## src/rtl/cpu_pkg.sv

```systemverilog
// cpu_pkg: shared write-back source encodings, MEM FSM states and word width
package cpu_pkg;
  localparam int WORD_W = 32;
  localparam logic [1:0] WB_SRC_ALU = 2'b00;
  localparam logic [1:0] WB_SRC_MEM = 2'b01;
  localparam logic [1:0] WB_SRC_JAL = 2'b10;
  typedef enum logic {IDLE = 1'b0, WAIT = 1'b1} mem_state_t;
endpackage

```

## src/rtl/cpu_mem_wbreg.sv

```systemverilog
// cpu_mem_wbreg: MEM/WB pipeline register with sync reset and bubble insert
import cpu_pkg::*;
module cpu_mem_wbreg (
  input  logic              clk,
  input  logic              rst,
  input  logic              bubble,
  input  logic              c_rfw,
  input  logic [1:0]        c_wbsource,
  input  logic [WORD_W-1:0] alu_r,
  input  logic [WORD_W-1:0] dm_rdata,
  input  logic [4:0]        rf_waddr,
  input  logic [WORD_W-1:0] jalra,
  output logic              p_c_rfw,
  output logic [1:0]        p_c_wbsource,
  output logic [WORD_W-1:0] p_alu_r,
  output logic [WORD_W-1:0] p_dm_rdata,
  output logic [4:0]        p_rf_waddr,
  output logic [WORD_W-1:0] p_jalra
);
  // load the EX fields, or an all-zero bubble while the stage is stalled
  always_ff @(posedge clk) begin
    if (rst || bubble) begin
      p_c_rfw      <= 1'b0;
      p_c_wbsource <= WB_SRC_ALU;
      p_alu_r      <= '0;
      p_dm_rdata   <= '0;
      p_rf_waddr   <= '0;
      p_jalra      <= '0;
    end else begin
      p_c_rfw      <= c_rfw;
      p_c_wbsource <= c_wbsource;
      p_alu_r      <= alu_r;
      p_dm_rdata   <= dm_rdata;
      p_rf_waddr   <= rf_waddr;
      p_jalra      <= jalra;
    end
  end
endmodule

```

## src/rtl/cpu_mem.sv

```systemverilog
// cpu_mem: memory-access stage with req/ack bus and stall; CPU_MEM_STFWD_EN enables WB->store-data forwarding
import cpu_pkg::*;
module cpu_mem (
  input  logic              clk,
  input  logic              rst,
  input  logic              ex_c_rfw,
  input  logic [1:0]        ex_c_wbsource,
  input  logic              ex_c_drw,
  input  logic [WORD_W-1:0] ex_alu_r,
  input  logic [WORD_W-1:0] ex_rfb,
  input  logic [4:0]        ex_rf_waddr,
  input  logic [WORD_W-1:0] ex_jalra,
  input  logic [4:0]        ex_rt,
  input  logic [WORD_W-1:0] wb_wdata,
  input  logic              wb_rfw,
  input  logic [4:0]        wb_waddr,
  input  logic [WORD_W-1:0] d_rdata,
  input  logic              d_ack,
  output logic              d_req,
  output logic              d_we,
  output logic [WORD_W-1:0] d_addr,
  output logic [WORD_W-1:0] d_wdata,
  output logic              stall,
  output logic              p_c_rfw,
  output logic [1:0]        p_c_wbsource,
  output logic [WORD_W-1:0] p_alu_r,
  output logic [WORD_W-1:0] p_dm_rdata,
  output logic [4:0]        p_rf_waddr,
  output logic [WORD_W-1:0] p_jalra
);
  mem_state_t state, state_n;
  logic [WORD_W-1:0] wdata_q, fwd_data, dm_rdata;
  logic access, ld_done;
`ifdef CPU_MEM_STFWD_EN
  assign fwd_data = (wb_rfw && wb_waddr == ex_rt && wb_waddr != 5'd0) ? wb_wdata : ex_rfb;
`else
  logic unused_wb;
  assign unused_wb = ^{wb_wdata, wb_rfw, wb_waddr, ex_rt};
  assign fwd_data = ex_rfb;
`endif
  assign access   = ex_c_drw | (ex_c_wbsource == WB_SRC_MEM);
  assign d_req    = access;
  assign d_we     = ex_c_drw;
  assign d_addr   = {ex_alu_r[WORD_W-1:2], 2'b00};
  assign d_wdata  = (state == WAIT) ? wdata_q : fwd_data;
  assign stall    = access & ~d_ack;
  assign ld_done  = (ex_c_wbsource == WB_SRC_MEM) & ~ex_c_drw & d_ack;
  assign dm_rdata = ld_done ? d_rdata : '0;
  // state register; reset abandons any pending access
  always_ff @(posedge clk) begin
    state <= rst ? IDLE : state_n;
  end
  // next state: wait out an unacknowledged access
  always_comb begin
    state_n = state;
    state_n = (state == IDLE) ? ((access & ~d_ack) ? WAIT : IDLE) : (d_ack ? IDLE : WAIT);
  end
  // capture store data when an access starts waiting so the bus value stays stable
  always_ff @(posedge clk) begin
    if (rst) wdata_q <= '0;
    else if (state == IDLE && access && !d_ack) wdata_q <= fwd_data;
  end
  cpu_mem_wbreg u_wbreg (
    .clk(clk), .rst(rst), .bubble(stall),
    .c_rfw(ex_c_rfw), .c_wbsource(ex_c_wbsource), .alu_r(ex_alu_r),
    .dm_rdata(dm_rdata), .rf_waddr(ex_rf_waddr), .jalra(ex_jalra),
    .p_c_rfw(p_c_rfw), .p_c_wbsource(p_c_wbsource), .p_alu_r(p_alu_r),
    .p_dm_rdata(p_dm_rdata), .p_rf_waddr(p_rf_waddr), .p_jalra(p_jalra)
  );
endmodule

```

## config.mk

```make
export PLATFORM = sky130hd
export DESIGN_NAME = cpu_mem
export DESIGN_NICKNAME = d
export VERILOG_FILES = /design/src/rtl/cpu_pkg.sv /design/src/rtl/cpu_mem_wbreg.sv /design/src/rtl/cpu_mem.sv
export SDC_FILE = /design/constraint.sdc
export NUM_CORES = 1
export LEC_CHECK = 0
export BUFFER_PORTS_ARGS = -buffer_cell sky130_fd_sc_hd__buf_4
export CAP_MARGIN = 20
export CORE_AREA = 2 2 136 138
export DETAILED_ROUTE_END_ITERATION = 10
export DIE_AREA = 0 0 138 140
export PLACE_DENSITY_LB_ADDON = 0.12
export RECOVER_POWER = 50
export SETUP_SLACK_MARGIN = 0.05
export SLEW_MARGIN = 20
export SYNTH_ARGS = -nofsm -noshare
export SYNTH_HDL_FRONTEND = slang
export SYNTH_SLANG_ARGS = --single-unit
```

## constraint.sdc

```tcl
create_clock -name clk -period 1.5 [get_ports clk]
set_clock_uncertainty 0.2 [all_clocks]
set_input_delay 0.375 -clock clk [delete_from_list [all_inputs] [get_ports clk]]
set_output_delay 0.375 -clock clk [all_outputs]
set_load 0.05 [all_outputs]
```

# Word level (Yosys, flattened, before mapping)
# Cells that the tools add are included.
# W data, S select, Z words.
[classes] n_addsub=0 mul=0 div=0 order_cmp=0 eq_ne=1 shifts=0 mux=4 bitwise_logic=8 n_reduce_logical=5
[ops] cell="$mux W32" count=1
[ops] cell="$not A1 Y1" count=4
[ops] cell="$and A1 B1 Y1" count=3
[ops] cell="$mux W1" count=3
[ops] cell="$eq A2 B1 Y1 const B" count=1
[ops] cell="$logic_and A1 B1 Y1" count=2
[ops] cell="$reduce_or A2 Y1" count=1
[ops] cell="$logic_not A1 Y1" count=1
[ops] cell="$logic_or A1 B1 Y1" count=1
[ops] cell="$or A1 B1 Y1" count=1
[word_totals] register_bits=137 latchBits=0 ram_bits=0 mem_bits_ro=0 input_bits=183 output_inout_bits=171 word_cells=26 mem_count=0

# Longest topological paths before layout
# Gate-level depths: netlist of the first run.
[logic_depth] depth_word=5 depth_mapped=6 depth_no_buf=3

# Hierarchy
# A second synthesis of the first run with hierarchy kept.
[hier_totals] hier_cells=486 hier_area_um2=5764.3
[modules_own_cells] module="cpu_mem_wbreg" n_inst=1 cells_each=232 area_each_um2=3377.0 seq_area_each_um2=2082.0
[modules_own_cells] module="cpu_mem" n_inst=1 cells_each=254 area_each_um2=2387.3 seq_area_each_um2=660.6

# Worst setup path after synthesis of the first run
# Ideal clock, no wire load.
[synth_path] path_type="input to output" from="input ex_c_wbsource[1]" to="output stall" arrival_time_ps=1710 required_ps=925 path_slack_ps=-785 stages=3 path_buffers=0 path_cell_list="nand2b_1 nand2b_1 nor2b_1"
[synth_between] elab_chain_len=3
[synth_lines] item="from (decl)" line="cpu_mem.sv:7" text="input logic [1:0] ex_c_wbsource,"
[synth_lines] item="$eq A2 B1 Y1" line="cpu_mem.sv:41" text="assign access = ex_c_drw | (ex_c_wbsource == WB_SRC_MEM);"
[synth_lines] item="$or A1 B1 Y1" line="cpu_mem.sv:41"
[synth_lines] item="via d_req" line="cpu_mem.sv:19" text="output logic d_req,"
[synth_lines] item="$and A1 B1 Y1" line="cpu_mem.sv:46" text="assign stall = access & ~d_ack;"
[synth_lines] item="to (decl)" line="cpu_mem.sv:23" text="output logic stall,"
# The timed path passes the listed nets, and every way through them passes these cells.

# Worst setup path after layout of the first run
[layout_path] from="register state" to="output d_wdata[27]"
[layout_between] elab_chain_len=1
[layout_lines] item="from (decl)" line="cpu_mem.sv:31" text="mem_state_t state, state_n;"
[layout_lines] item="from (signal assigned)" line="cpu_mem.sv:51" text="state <= rst ? IDLE : state_n;"
[layout_lines] item="$mux W32" line="cpu_mem.sv:45" text="assign d_wdata = (state == WAIT) ? wdata_q : fwd_data;"
[layout_lines] item="to (decl)" line="cpu_mem.sv:22" text="output logic [WORD_W-1:0] d_wdata,"
# Every way passes these cells.

==> impl_metrics.env, run 1 <==
export IMPL_max_freq_ghz=0.489
export IMPL_p_int_mw=7.48
export IMPL_place_hpwl_um=11200
export IMPL_synth_main_ff_cell="dfxtp_1"
export IMPL_async_flop_share_pct=0
export IMPL_rsz0062_at_grt="true"
export IMPL_ys_warnings_count=0
export IMPL_dr_pass1_iters=4
export IMPL_die_w_um=138
export IMPL_totalWireLength_um=17500
export IMPL_vdd_ir_drop_max_uv=899
export IMPL_crit_chain="buf_12, mux2_4, buf_6"
export IMPL_clk_path_buf_depth=2
export IMPL_vias=4482
export IMPL_core_area_um2=17800
export IMPL_nNetsFinal=1026
export IMPL_grt_overflow=0
export IMPL_cts_tree="built"
export IMPL_die_area_um2=19300
export IMPL_final_cell_mix="buf_4, buf_8, and2_1, dlygate4sd3_1, dfxtp_2"
export IMPL_synth_area_um2=4990
export IMPL_drive_above_1_share_pct=59.8
export IMPL_critical_path_buf_inv_count=2
export IMPL_syn_inst=440
export IMPL_cts_buffers=17
export IMPL_drc=0
export IMPL_clkLatencyLatePin_ps=400
export IMPL_slew_headroom_pct=62.0
export IMPL_syn_avg_cell_area_um2=11.3
export IMPL_grt_pass1_wl_um=26200
export IMPL_slowest_stage="dfxtp_4"
export IMPL_hp_class="input port to register"
export IMPL_wl_per_cell_um=16.1
export IMPL_cts_sinks=137
export IMPL_worst_pin_slew_ps=570
export IMPL_finalSetupViolCount=67
export IMPL_status="finished, violations left"
export IMPL_powerDensity_nw_per_um2=1030
export IMPL_setup_worst_path_end_class="output port"
export IMPL_die_y_um=140
export IMPL_start_kind="register"
export IMPL_violations="negative setup slack"
export IMPL_grt_pass1_vias=4658
export IMPL_seq_power_share_pct=37.2
export IMPL_synth_seq_cells=137
export IMPL_rows=49
export IMPL_drt_vias_per_instance=4.12
export IMPL_finalMaxSlewViolations=0
export IMPL_crit_required_ps=920
export IMPL_io_buffer_count=308
export IMPL_area_delta_synth_final_pct=107
export IMPL_grt_max_degree=75
export IMPL_p_leak_nw=4.69
export IMPL_start_util_pct=28.1
export IMPL_gp_congestion=0.762
export IMPL_clkPwrFrac_pct=37.6
export IMPL_post_route_util_pct=58.2
export IMPL_antenna_found_initial=2
export IMPL_htree_levels=4
export IMPL_dp_slack_ps=-204
export IMPL_drv_cap=0
export IMPL_min_period_ps=2050
export IMPL_switching_power_mw=3.20
export IMPL_finalCritPeriodShare_pct=136
export IMPL_setup_ws_ps=-546
export IMPL_synth_seq_area_share_pct=55.0
export IMPL_crit_type="register to output port"
export IMPL_worst_hold_slack_ps=24.2
export IMPL_ys_types=19
export IMPL_fin_tns_setup_ps=-19590
export IMPL_arrival_ps=1470
export IMPL_ios=354
export IMPL_critPathTopFamily="flip-flops"
export IMPL_drt_iter0_markers=106
export IMPL_worstPathMaxFanout=14
export IMPL_p_comb_share_pct=25.2
export IMPL_critPathMaxStageDelay_ps=410
export IMPL_layout_commonest_cell="buf_4"
export IMPL_finalHoldViolCount=0
export IMPL_clk_pin_slew_ps=60
export IMPL_clock_root_buffer="clkbuf_16"
export IMPL_sw_frac_of_total_pct=29.9
export IMPL_track_usage_pct=17.4
export IMPL_synth_edf_count=0
export IMPL_drt_antenna_violating_nets=0
-- area by class of cell --
cell class,instances,area (µm²)
Fill cell,1436,7430
Tap cell,229,287
Sequential cell,137,2880
Multi-Input combinational cell,245,1950
Timing Repair Buffer,442,4660
Clock buffer,18,429
Clock inverter,14,139
Antenna cell,2,5.00
-- flip-flops by register name, indices dropped and copies added (netlist names) --
signal,flops
u_wbreg.p_alu_r,32
u_wbreg.p_dm_rdata,32
u_wbreg.p_jalra,32
wdata_q,32
u_wbreg.p_rf_waddr,5
u_wbreg.p_c_wbsource,2
state,1
u_wbreg.p_c_rfw,1
-- logic make-up (layout without fill, tap and decap cells) --
kind of cell           Yosys count  count (layout)  synth area share [%]
and+or+nand+nor                177             177                  22.1
DFF                            137             137                  55.0
buffers and inverters           59             474                  8.70
AOI/OAI and AO/OA                4               4                 0.928
muxes                           62              62                  13.2
other                            1               4                0.0751
-- power groups by stage --
stage	Clock, mW	Combinational [mW]	Sequential (mW)
floorplan	0	0.985	4.42
global placement	0	2.15	3.97
detailed placement	0	2.16	3.97
CTS	4.15	2.70	3.97
global route	4.30	2.80	3.99
finish	4.01	2.69	3.97
-- routing by layer --
layer  track usage [%]  wire length [µm]  up-vias
met5                 0                 0        -
met4              5.85               396        0
met3              6.39              1230       21
met2              31.5              9100      182
met1              18.7              6770     2118
li1                  -                 -     2161
-- synth_stat cells (2+ instances only) --
| cell type | number | area (µm²) |
|---|---|---|
| and2_1 | 104 | 651 |
| buf_2 | 7 | 35.0 |
| buf_4 | 34 | 255 |
| buf_6 | 10 | 113 |
| clkbuf_1 | 7 | 26.3 |
| dfxtp_1 | 137 | 2740 |
| mux2_2 | 32 | 360 |
| mux2i_1 | 30 | 300 |
| nand2b_1 | 63 | 394 |
| nor2_1 | 5 | 18.8 |
| nor3_1 | 2 | 10.0 |
| o22a_1 | 2 | 17.5 |
-- timing repair --
action / 4_1_cts / 5_1_grt
resized for setup: 345 / 14
hold buffers: 104 / 0
gates cloned: 4 / 0
endpoints found under the setup margin: 164 / 170
hold endpoints to repair: 104 / 0
setup buffers: 3 / 3
pin swaps: 0 / 0
-- path summary, 6_finish.rpt --
path / startpoint / end / slack (ps) / depth (start not counted)
worst min-delay path: ex_c_wbsource[0] / u_wbreg.p_c_wbsource[0] / 20 / 2
worst max-delay path: state / d_wdata[27] / -550 / 3
worst max register to register: state / wdata_q[11] / -180 / 6
worst min register to register: wdata_q[21] / wdata_q[21] / 280 / 2
-- per-stage QoR --
step           std cells  area [µm²]  power [mW]
2_1_floorplan        441        5170        5.40
3_3_place_gp         939        7530        6.11
3_5_place_dp         939        7530        6.13
4_1_cts             1082       10300        10.8
5_1_grt             1087       10300        11.1
6_report            1087       10300        10.7
Note: power is estimated with default switching activity, not from simulation.
==> inputs of run 2 (changes only) <==
--- a/config.mk
+++ b/config.mk
@@ -12,6 +12,7 @@
 export DIE_AREA = 0 0 138 140
 export PLACE_DENSITY_LB_ADDON = 0.12
 export RECOVER_POWER = 50
+export REMOVE_ABC_BUFFERS = 1
 export SETUP_SLACK_MARGIN = 0.05
 export SLEW_MARGIN = 20
 export SYNTH_ARGS = -nofsm -noshare
==> constraint.sdc (replaced) <==
create_clock -name clk -period 2.5 [get_ports clk]
set_clock_uncertainty 0.2 [all_clocks]
set_input_delay 0.625 -clock clk [delete_from_list [all_inputs] [get_ports clk]]
set_output_delay 0.625 -clock clk [all_outputs]
set_load 0.05 [all_outputs]
==> impl_metrics.env, run 2 (same netlist as run 1, synthesis figures left out) <==
export IMPL_max_freq_ghz=0.419
export IMPL_drive_above_1_share_pct=43.7
export IMPL_dr_pass1_iters=4
export IMPL_ios=354
export IMPL_clock_root_buffer="clkbuf_16"
export IMPL_die_w_um=138
export IMPL_cts_buffers=17
export IMPL_min_period_ps=2390
export IMPL_vdd_ir_drop_max_uv=456
export IMPL_clk_path_buf_depth=2
export IMPL_fin_total_pwr_mw=6.23
export IMPL_critPathMaxStageDelay_ps=360
export IMPL_area_delta_synth_final_pct=52.7
export IMPL_clkLatencyLatePin_ps=410
export IMPL_antenna_found_initial=0
export IMPL_crit_required_ps=1670
export IMPL_grt_overflow=0
export IMPL_slew_headroom_pct=32.3
export IMPL_grt_pass1_wl_um=21900
export IMPL_worstPathMaxFanout=34
export IMPL_io_buffer_count=308
export IMPL_finalCritPeriodShare_pct=95.5
export IMPL_fillerInstances=1837
export IMPL_final_cell_mix="buf_4, dfxtp_1, and2_1"
export IMPL_regArea_um2=2740
export IMPL_gp_congestion=0.773
export IMPL_crit_chain="buf_12, mux2_2, buf_4"
export IMPL_rsz0062_at_grt="true"
export IMPL_track_usage_pct=14.8
export IMPL_nNetsFinal=898
export IMPL_clk_pin_slew_ps=60
export IMPL_drv_cap=0
export IMPL_rows=49
export IMPL_core_area_um2=17800
export IMPL_fin_tns_setup_ps=0
export IMPL_cts_setup_buffers=0
export IMPL_slowest_stage="dfxtp_2"
export IMPL_cts_resized=0
export IMPL_drt_antenna_violating_nets=0
export IMPL_arrival_ps=1560
export IMPL_cts_tree="built"
export IMPL_min_from="d_rdata[28]"
export IMPL_crit_start="state"
export IMPL_layout_commonest_cell="buf_4"
export IMPL_die_y_um=140
export IMPL_drt_iter0_markers=57
export IMPL_critical_path_buf_inv_count=2
export IMPL_start_kind="register"
export IMPL_finalSetupViolCount=0
export IMPL_p_leak_nw=3.45
export IMPL_finalMaxSlewViolations=0
export IMPL_finalHoldViolCount=0
export IMPL_powerDensity_nw_per_um2=817
export IMPL_htree_levels=4
export IMPL_setup_ws_ps=114
export IMPL_worst_hold_slack_ps=211
export IMPL_setup_worst_path_end_class="output port"
export IMPL_die_area_um2=19300
export IMPL_status="finished, final reports clean"
export IMPL_drc=0
export IMPL_place_hpwl_um=11600
export IMPL_worst_pin_slew_ps=1020
export IMPL_multi_input_area_um2=1800
export IMPL_grt_pass1_vias=3997
export IMPL_vias=3853
export IMPL_postCtsHoldBufs=0
export IMPL_rr_startpoint="state"
export IMPL_crit_type="register to output port"
export IMPL_grt_max_degree=65
export IMPL_drt_vias_per_instance=4.03
export IMPL_cts_sinks=137
export IMPL_antenna_cells=0
export IMPL_start_util_pct=28.1
export IMPL_critPathTopFamily="buffers and inverters"
export IMPL_totalWireLength_um=14700
export IMPL_hp_class="input port to register"
export IMPL_wl_per_cell_um=15.3
export IMPL_dp_slack_ps=289
-- run 2: cell count changes in the layout (fill, tap and decap cells not counted), moves of 11 or more --
cell / delta
and2_0: +16
and2_1: -16
buf_4: +77
dfxtp_2: -103
mux2_4: -32
mux2_2: +32
dlygate4sd3_1: -104
clkbuf_1: +62
buf_8: -108
dfxtp_1: +104
clkbuf_2: -11
buf_6: -35
-- run 2: area by class of cell --
| type | instances | share of cell area (%) |
|---|---|---|
| Tap cell | 229 | 3.76 |
| Sequential cell | 137 | 36.0 |
| Clock buffer | 20 | 5.99 |
| Multi-Input combinational cell | 245 | 23.6 |
| Clock inverter | 12 | 2.45 |
| Timing Repair Buffer | 314 | 28.2 |
-- run 2: final timing paths --
kind | cells past startpoint | slack, ps | end
setup / recovery | 3 | 110 | d_wdata[30]
setup reg to reg | 4 | 460 | wdata_q[2]
hold / removal | 2 | 210 | u_wbreg.p_dm_rdata[28]
hold reg to reg | 2 | 270 | wdata_q[14]
-- run 2: report_power, final --
part / leakage, nW / internal (mW) / switching [mW]
clock network: 0.316 / 1.74 / 0.979
logic: 2.01 / 0.415 / 0.764
registers: 1.13 / 2.30 / 0.0369
total: 3.45 / 4.45 / 1.78
-- run 2: metrics by stage --
stage,std cells,utilization [%],cell area [µm²]
after floorplan,382,-,4560
after global placement,925,40.7,7240
after detailed placement,925,40.7,7240
after CTS,957,44.4,7890
after global routing,957,42.9,7620
final,957,42.9,7620
-- run 2: metal layers --
metal | global-route usage (%) | vias up | part of all wire (%)
li1 | - | 1902 | -
met1 | 15.2 | 1778 | 37
met2 | 26.4 | 158 | 52
met3 | 6.53 | 15 | 8.6
met4 | 6.02 | 0 | 1.9
met5 | 0 | - | 0
==> inputs of run 3 (changes only) <==
--- a/config.mk
+++ b/config.mk
@@ -7,9 +7,10 @@
 export LEC_CHECK = 0
 export BUFFER_PORTS_ARGS = -buffer_cell sky130_fd_sc_hd__buf_4
 export CAP_MARGIN = 20
-export CORE_AREA = 2 2 136 138
+export CORE_ASPECT_RATIO = 0.8
+export CORE_MARGIN = 2
+export CORE_UTILIZATION = 32
 export DETAILED_ROUTE_END_ITERATION = 10
-export DIE_AREA = 0 0 138 140
 export PLACE_DENSITY_LB_ADDON = 0.12
 export RECOVER_POWER = 50
 export REMOVE_ABC_BUFFERS = 1
@@ -17,4 +18,5 @@
 export SLEW_MARGIN = 20
 export SYNTH_ARGS = -nofsm -noshare
 export SYNTH_HDL_FRONTEND = slang
+export SYNTH_HIERARCHICAL = 1
 export SYNTH_SLANG_ARGS = --single-unit
==> impl_metrics.env, run 3 <==
export IMPL_status="finished, final reports clean"
export IMPL_worstPathMaxFanout=17
export IMPL_cp_endpoint="d_wdata[11]"
export IMPL_drt_antenna_violating_nets=0
export IMPL_dpl_instance_area_um2=7910
export IMPL_gp_congestion=0.711
export IMPL_p_int_mw=4.31
export IMPL_ios=354
export IMPL_clk_path_buf_depth=2
export IMPL_seq_power_share_pct=37.9
export IMPL_powerDensity_nw_per_um2=751
export IMPL_drt_vias_per_instance=4.35
export IMPL_die_w_um=154
export IMPL_fin_cells=989
export IMPL_worstHoldPathCells=2
export IMPL_crit_required_ps=1670
export IMPL_crit_type="register to output port"
export IMPL_synth_area_leaders="dfxtp_1, nor3b_2, nand2b_1"
export IMPL_arrival_ps=1550
export IMPL_core_area_um2=17500
export IMPL_wl_per_cell_um=15.3
export IMPL_synth_main_ff_cell="dfxtp_1"
export IMPL_drt_iter0_markers=142
export IMPL_io_buffer_count=308
export IMPL_track_usage_pct=15.1
export IMPL_synth_seq_cells=137
export IMPL_grt_overflow=0
export IMPL_grt_pass1_vias=4384
export IMPL_clock_root_buffer="clkbuf_16"
export IMPL_finalMaxSlewViolations=0
export IMPL_drive_above_1_share_pct=47.8
export IMPL_cts_sinks=137
export IMPL_totalWireLength_um=15200
export IMPL_postCtsHoldBufs=0
export IMPL_hp_class="input port to register"
export IMPL_clkLatencyLatePin_ps=410
export IMPL_dp_cells=956
export IMPL_worst_hold_slack_ps=213
export IMPL_worst_pin_slew_ps=1130
export IMPL_die_y_um=124
export IMPL_switching_power_mw=1.80
export IMPL_nNetsFinal=934
export IMPL_clk_pin_slew_ps=60
export IMPL_start_util_pct=33.0
export IMPL_rsz0062_at_grt="false"
export IMPL_rows=43
export IMPL_grt_pass1_wl_um=22400
export IMPL_synthTopCellsByCount="dfxtp_1, nand2b_1, nor3b_2"
export IMPL_rr_startpoint="state"
export IMPL_synth_most_common_cell="dfxtp_1"
export IMPL_synth_area_um2=5760
export IMPL_antenna_found_initial=0
export IMPL_setup_worst_path_end_class="output port"
export IMPL_r2r_slack_ps=300
export IMPL_vdd_ir_drop_max_uv=378
export IMPL_antenna_cells=0
export IMPL_final_cell_mix="buf_4, dfxtp_1, nor3b_1"
export IMPL_htree_levels=4
export IMPL_finalSetupViolCount=0
export IMPL_vias=4305
export IMPL_grt_max_degree=105
export IMPL_synth_top_area_cell="dfxtp_1"
export IMPL_layout_commonest_cell="buf_4"
export IMPL_slew_headroom_pct=24.6
export IMPL_cts_setup_buffers=0
export IMPL_cts_resized=0
export IMPL_p_comb_share_pct=19.4
export IMPL_finalCritPeriodShare_pct=95.0
export IMPL_r2r_end="wdata_q[29]"
export IMPL_min_period_ps=2370
export IMPL_area_delta_synth_final_pct=41.1
export IMPL_synth_seq_area_share_pct=47.6
export IMPL_cts_buffers=17
export IMPL_start_kind="register"
export IMPL_dr_pass1_iters=4
export IMPL_max_freq_ghz=0.421
export IMPL_drc=0
export IMPL_ys_types=21
export IMPL_ys_warnings_count=6
export IMPL_synth_edf_count=0
export IMPL_rr_worst_depth=5
export IMPL_synth_top_area_share_pct=47.6
export IMPL_sw_frac_of_total_pct=29.4
export IMPL_place_hpwl_um=10700
export IMPL_finalHoldViolCount=0
export IMPL_drv_cap=0
export IMPL_syn_inst=486
export IMPL_syn_avg_cell_area_um2=11.9
export IMPL_p_leak_nw=3.58
export IMPL_die_area_um2=19100
export IMPL_clkPwrFrac_pct=42.7
export IMPL_cts_tree="built"
export IMPL_finalInstanceArea_um2=8140
export IMPL_async_flop_share_pct=0
export IMPL_fillerInstances=1710
export IMPL_crit_start="state"
run 3: cell count changes after synthesis, moves of 3 or more:
cell	before	now
buf_2	7	12
and2_1	104	32
nor2_1	5	2
buf_6	10	16
nor3b_2	0	60
buf_12	0	3
nor3b_1	0	44
run 3: worst min-delay path by stage:
| stage | start | to | slack, ps |
|---|---|---|---|
| 6_report | d_ack | state | 210 |
| 5_1_grt | d_ack | state | 200 |
| 4_1_cts | d_ack | state | 200 |
| 3_5_place_dp | wdata_q[13] | wdata_q[13] | 260 |
| 3_3_place_gp | wdata_q[13] | wdata_q[13] | 250 |
| 2_1_floorplan | wdata_q[0] | wdata_q[0] | 240 |
run 3: worst max-delay path: stages, from the launching register on:
cell	delay [ps]
dfxtp_2	380
clkbuf_16	210
mux2_2	350
buf_4	190
run 3: through the flow:
stage / TNS (ps) / total power, mW / setup WS [ps] / util, %
final: 0 / 6.11 / 125 / 46.5
after detailed placement: 0 / 3.60 / 223 / 45.2
after global placement: 0 / 3.59 / 201 / 45.2
after floorplan: -454360 / 3.00 / -4490 / -
after global routing: 0 / 6.34 / 67.3 / 46.5
after CTS: 0 / 6.24 / 62.1 / 48.7
run 3: final cells by class:
class                           count  area [µm²]  share of cell area [%]
Tap cell                          225         282                    3.46
Clock buffer                       17         425                    5.23
Inverter                            2        7.51                  0.0923
Clock inverter                     15         188                    2.31
Sequential cell                   137        2740                    33.7
Timing Repair Buffer              320        2360                    29.0
Multi-Input combinational cell    273        2130                    26.2
run 3: cell families after synthesis:
kind of cell | after synthesis | share of synthesized area (%)
AND/OR/NAND/NOR | 205 | 29.8
buffers and inverters | 77 | 10.5
AO/OA/AOI/OAI | 2 | 0.261
multiplexers | 64 | 11.8
other | 1 | 0.0651
flip-flops | 137 | 47.6
run 3: metal layers:
| metal | vias up | track usage (%) | routed length [µm] |
|---|---|---|---|
| li1 | 2108 | - | - |
| met1 | 2000 | 15.6 | 5850 |
| met2 | 179 | 28.6 | 7850 |
| met3 | 18 | 5.46 | 1240 |
| met4 | 0 | 5.32 | 211 |
| met5 | - | 0 | 0 |
run 3: power by group through the flow:
| stage | clock, mW | combinational, mW | sequential, mW |
|---|---|---|---|
| 2_1_floorplan | 0 | 0.398 | 2.60 |
| 3_3_place_gp | 0 | 1.23 | 2.36 |
| 3_5_place_dp | 0 | 1.24 | 2.36 |
| 4_1_cts | 2.68 | 1.25 | 2.31 |
| 5_1_grt | 2.77 | 1.25 | 2.32 |
| 6_report | 2.61 | 1.18 | 2.32 |
